### config.mk
export PLATFORM = sky130hd
export DESIGN_NAME = lane_track_filter
export DESIGN_NICKNAME = d
export VERILOG_FILES = /design/src/rtl/lane_track_filter.sv
export SDC_FILE = /design/constraint.sdc
export NUM_CORES = 1
export LEC_CHECK = 0
export CORE_MARGIN = 4
export CORE_UTILIZATION = 62
export CTS_BUF_LIST = sky130_fd_sc_hd__clkbuf_8
export DETAILED_ROUTE_END_ITERATION = 16
export PLACE_DENSITY_LB_ADDON = 0.08
export SLEW_MARGIN = 5
export SYNTH_ARGS = -nofsm -noshare
export SYNTH_HDL_FRONTEND = slang
export SYNTH_SLANG_ARGS = --single-unit
### constraint.sdc
create_clock -name clk -period 6 [get_ports clk]
set_input_delay 1.5 -clock clk [delete_from_list [all_inputs] [get_ports clk]]
set_output_delay 1.5 -clock clk [all_outputs]
set_load 0.03 [all_outputs]
### src/rtl/lane_track_filter.sv
// Lane result filter: confidence-gated EMA plus lost-lane tracking, emitting a framed byte packet.
// Define LANE_PKT_CHECKSUM_EN to append an XOR checksum byte (5-byte packets instead of 4).
module lane_track_filter #(
    parameter int         CONF_MIN       = 32,
    parameter int         ALPHA_SHIFT    = 2,
    parameter int         FRAC_BITS      = 4,
    parameter int         LOST_FRAMES    = 8,
    parameter int         CENTER_DEFAULT = 15,
    parameter logic [7:0] HEADER         = 8'hA5
) (
    input  logic       clk,
    input  logic       rst,
    input  logic       in_valid,
    input  logic [7:0] in_center,
    input  logic [7:0] in_confidence,
    output logic [7:0] tx_byte,
    output logic       tx_valid,
    input  logic       tx_ready,
    output logic       busy,
    output logic       lost
);
`ifdef LANE_PKT_CHECKSUM_EN
    localparam int NB = 5;
`else
    localparam int NB = 4;
`endif
    localparam int AW = 8 + FRAC_BITS;
    localparam int IW = $clog2(NB);
    localparam logic [1:0] IDLE   = 2'd0;
    localparam logic [1:0] UPDATE = 2'd1;
    localparam logic [1:0] SEND   = 2'd2;
    localparam logic [AW-1:0] ACC_DEFAULT = AW'(CENTER_DEFAULT << FRAC_BITS);
    localparam logic [AW:0]   ROUND       = (AW+1)'(1 << (FRAC_BITS - 1));

    logic [1:0]          state;
    logic [7:0]          lat_center, lat_conf;
    logic [7:0]          miss_cnt, miss_nxt;
    logic [AW-1:0]       acc, acc_nxt;
    logic                lost_nxt, overrun;
    logic [IW-1:0]       idx;
    logic [NB-1:0][7:0]  pkt, pkt_nxt;

    logic signed [AW:0]  diff, ema;
    logic [AW:0]         rounded;
    logic [8:0]          miss_inc;
    logic [AW-FRAC_BITS:0] filt_w;
    logic [7:0]          filtered;
    logic [4:0]          miss5;

    assign busy = (state != IDLE);

    // Next filter state and packet contents, evaluated while in UPDATE.
    always_comb begin
        diff     = $signed({1'b0, lat_center, {FRAC_BITS{1'b0}}}) - $signed({1'b0, acc});
        ema      = $signed({1'b0, acc}) + (diff >>> ALPHA_SHIFT);
        miss_inc = {1'b0, miss_cnt} + 9'd1;
        acc_nxt  = acc;
        lost_nxt = lost;
        miss_nxt = miss_cnt;
        if (lat_conf >= 8'(CONF_MIN)) begin
            if (lost) begin
                acc_nxt  = {lat_center, {FRAC_BITS{1'b0}}};
                lost_nxt = 1'b0;
                miss_nxt = 8'd0;
            end else begin
                acc_nxt = ema[AW-1:0];
            end
        end else begin
            miss_nxt = miss_inc[8] ? 8'hFF : miss_inc[7:0];
            if (miss_inc >= 9'(LOST_FRAMES)) begin
                lost_nxt = 1'b1;
                acc_nxt  = ACC_DEFAULT;
            end
        end
        rounded    = {1'b0, acc_nxt} + ROUND;
        filt_w     = rounded[AW:FRAC_BITS];
        filtered   = filt_w[8] ? 8'hFF : filt_w[7:0];
        miss5      = (miss_nxt > 8'd31) ? 5'd31 : miss_nxt[4:0];
        pkt_nxt[0] = HEADER;
        pkt_nxt[1] = filtered;
        pkt_nxt[2] = lat_conf;
        pkt_nxt[3] = {lost_nxt, overrun, 1'b0, miss5};
`ifdef LANE_PKT_CHECKSUM_EN
        pkt_nxt[4] = HEADER ^ filtered ^ lat_conf ^ {lost_nxt, overrun, 1'b0, miss5};
`endif
    end

    always_ff @(posedge clk or posedge rst) begin
        if (rst) begin
            state      <= IDLE;
            tx_valid   <= 1'b0;
            tx_byte    <= 8'd0;
            lost       <= 1'b0;
            miss_cnt   <= 8'd0;
            overrun    <= 1'b0;
            acc        <= ACC_DEFAULT;
            idx        <= '0;
            lat_center <= 8'd0;
            lat_conf   <= 8'd0;
            pkt        <= '0;
        end else begin
            case (state)
                IDLE: if (in_valid) begin
                    lat_center <= in_center;
                    lat_conf   <= in_confidence;
                    state      <= UPDATE;
                end
                UPDATE: begin
                    acc      <= acc_nxt;
                    lost     <= lost_nxt;
                    miss_cnt <= miss_nxt;
                    pkt      <= pkt_nxt;
                    overrun  <= 1'b0;
                    tx_byte  <= HEADER;
                    tx_valid <= 1'b1;
                    idx      <= '0;
                    state    <= SEND;
                end
                SEND: if (tx_valid && tx_ready) begin
                    if (idx == IW'(NB - 1)) begin
                        tx_valid <= 1'b0;
                        tx_byte  <= 8'd0;
                        state    <= IDLE;
                    end else begin
                        idx     <= idx + IW'(1);
                        tx_byte <= pkt[idx + IW'(1)];
                    end
                end
                default: state <= IDLE;
            endcase
            // A frame arriving while busy is dropped; this set wins over the UPDATE clear.
            if (in_valid && state != IDLE)
                overrun <= 1'b1;
        end
    end
endmodule

==> flow_summary.toml <==
[outcome]
status = "finished, final reports clean"

[detailed_routing]
wirelength_um = 11550
vias = 3944
avgViaCountPerCell = 6.280
wl_per_cell_um = 18.39
drc_errors = 0
first_pass_iters = 7
ant_nets = 0
drt-initial-drc-count = 222

[timing]
min_period_ns = 4.791
slew_violations = 0
period_share_pct = 79.85
setup_viol = 0
worst_pin_slew_ns = 0.9044
grt_setup_unrepaired = "no"
final.setup.worst_slack_ns = 1.209
final.setup.tns_ns = 0
hold_violations = 0
relSlewSlack_pct = 39.15
fin_skew_ns = 0.01594
fmax_ghz = 0.2087

[clock_network]
clk_latency_ns = 0.35
cts_resized = 0
clk_pin_slew_ns = 0.09
cts_buffer_depth = 2
cts_tree = "built"
cts_buffers = 9
htreeDepth = 3
cts_hold_buf = 0
cts-root-buf = "clkbuf_8"
cts.sinks = 74
cts_setup_buffers = 0

[setup_path]
cp-end-kind = "flip-flop"
critical_path_class = "reg2reg"
crit_start = "acc[6]"
cp_max_fo = 6
crit_required_ns = 6.20
crit_end = "pkt[12]"
timing.rr.end = "pkt[12]"
arrival_ns = 4.99
reg2reg_depth = 18
start_kind = "flip-flop"
r2r_setup_slack_ns = 1.21
r2r_start = "acc[6]"

[yosys]
netlist-cell-type-count = 81
synth-seq-cells = 74
async_reset_ff_share_pct = 100.0
postSynthCellCount = 495
synth-edff-count = 0
synth_area_mm2 = 0.004900
synth_ff_type = "dfrtp_1"
syn_area_per_cell_um2 = 9.898
synth_nets = 542
ys_seq_area_share_pct = 37.90
yosysWarnings = 0

[die]
start_util_pct = 63.74
pin_count = 31
die_y_um = 96.90
fp.dieW_um = 96.90
dieArea_mm2 = 0.009389
fp.coreArea_mm2 = 0.007687
rows = 32

[final_layout]
drive_gt1_share_pct = 18.06
nNetsFinal = 568
multi_input_area_mm2 = 0.002858
final_cell_mix = "dfrtp_1 (70), nand2_1 (37), mux2_2 (36), nor2_1 (35), o21ai_0 (33)"
antenna_cells = 0
area_growth_pct = 12.08
final_common_cell = "dfrtp_1"
fillers = 616
register_area_mm2 = 0.001857

[place]
dp_hpwl_um = 8399
gp_congestion = 0.9007
numPortBuffers = 30
post-place-ws_ns = 1.260

[global_routing]
antenna_found_initial = 0
grt_overflow = 0
grt_max_degree = 56
first_global_vias = 3953
groute.usage.overall_pct = 25.20
grt_pass1_wl_um = 19290

[min_path]
hp-start = "lat_conf[4]"
hold_path.class = "reg2reg"

[flow_run]
maxCapViolations = 0
[area by class of cell]
cell class,count,area share [%]
multi-input combinational,373,52.04
sequential,74,33.81
timing repair buffer,34,6.015
clock buffer,10,2.506
tap,102,2.324
inverter,29,1.982
clock inverter,6,1.321
[Yosys cell counts (all sizes together), types with 9 or more instances]
library cell / number / area [um2]
a21oi: 30 / 157.7
nand3: 15 / 87.59
nor3: 12 / 70.07
nor2: 35 / 131.4
nand2: 37 / 138.9
dfrtp: 70 / 1752
clkbuf: 16 / 60.06
a31oi: 9 / 56.30
inv: 28 / 105.1
mux2: 36 / 405.4
ha: 26 / 325.3
o21ai: 34 / 173.9
xnor2: 14 / 122.6
[critical path, stage by stage (launching register included)]
cell      delay (ns)
dfstp_2         0.55
inv_1           0.05
ha_1            0.32
and3_1          0.20
a2111o_1        0.45
a21oi_2         0.21
and2b_1         0.22
o21a_1          0.18
nor2_1          0.11
xnor2_1         0.13
ha_1            0.30
a21oi_1         0.32
o211ai_1        0.16
o21ai_0         0.23
a221oi_2        0.10
xor2_1          0.19
a222oi_1        0.53
nand3b_2        0.28
a31oi_1         0.11
[flip-flops by register name, indices dropped and copies added, names as in the netlist]
signal	cells
acc	12
miss_cnt	8
pkt	23
idx	2
tx_byte	8
lat_center	8
lost	1
state	2
lat_conf	8
overrun	1
tx_valid	1
[cells by family (layout without fill, tap and decap cells)]
group	count (synthesis)	count (layout)	synth area share [%]
and+or+nand+nor	145	145	16.88
buffers and inverters	48	79	3.830
muxes	45	45	10.88
DFF	74	74	37.90
adders and majority gates	27	27	7.048
xor gates and xnor gates	21	21	3.754
AOI/OAI and AO/OA	135	135	19.71
[metal layers]
metal / GRT usage, % / vias to the layer above / part of all wire [%]
li1: - / 1884 / -
met1: 34.92 / 1959 / 47
met2: 41.19 / 91 / 48
met3: 4.686 / 10 / 4.3
met4: 5.832 / 0 / 1.0
met5: 0 / - / 0
[how the worst min path moves through the flow]
stage / to / slack [ns] / cells after the start
finish: lat_conf[4] / 0.50 / 1
floorplan: overrun / 0.46 / 2
global route: pkt[16] / 0.52 / 1
global placement: idx[1] / 0.48 / 1
CTS: pkt[16] / 0.51 / 1
detailed placement: pkt[16] / 0.49 / 1
[metrics by stage]
stage	instances	utilization [%]	cell area, um2	hold WS (ns)
floorplan	495	-	4900	0.4642
global placement	612	68.70	5281	0.4810
detailed placement	612	68.70	5281	0.4894
CTS	628	71.44	5492	0.5064
global route	628	71.44	5492	0.5230
finish	628	71.44	5492	0.5048
Power is not shown: default switching activity piles up to over one toggle a cycle in this logic, so the estimate is an artifact.
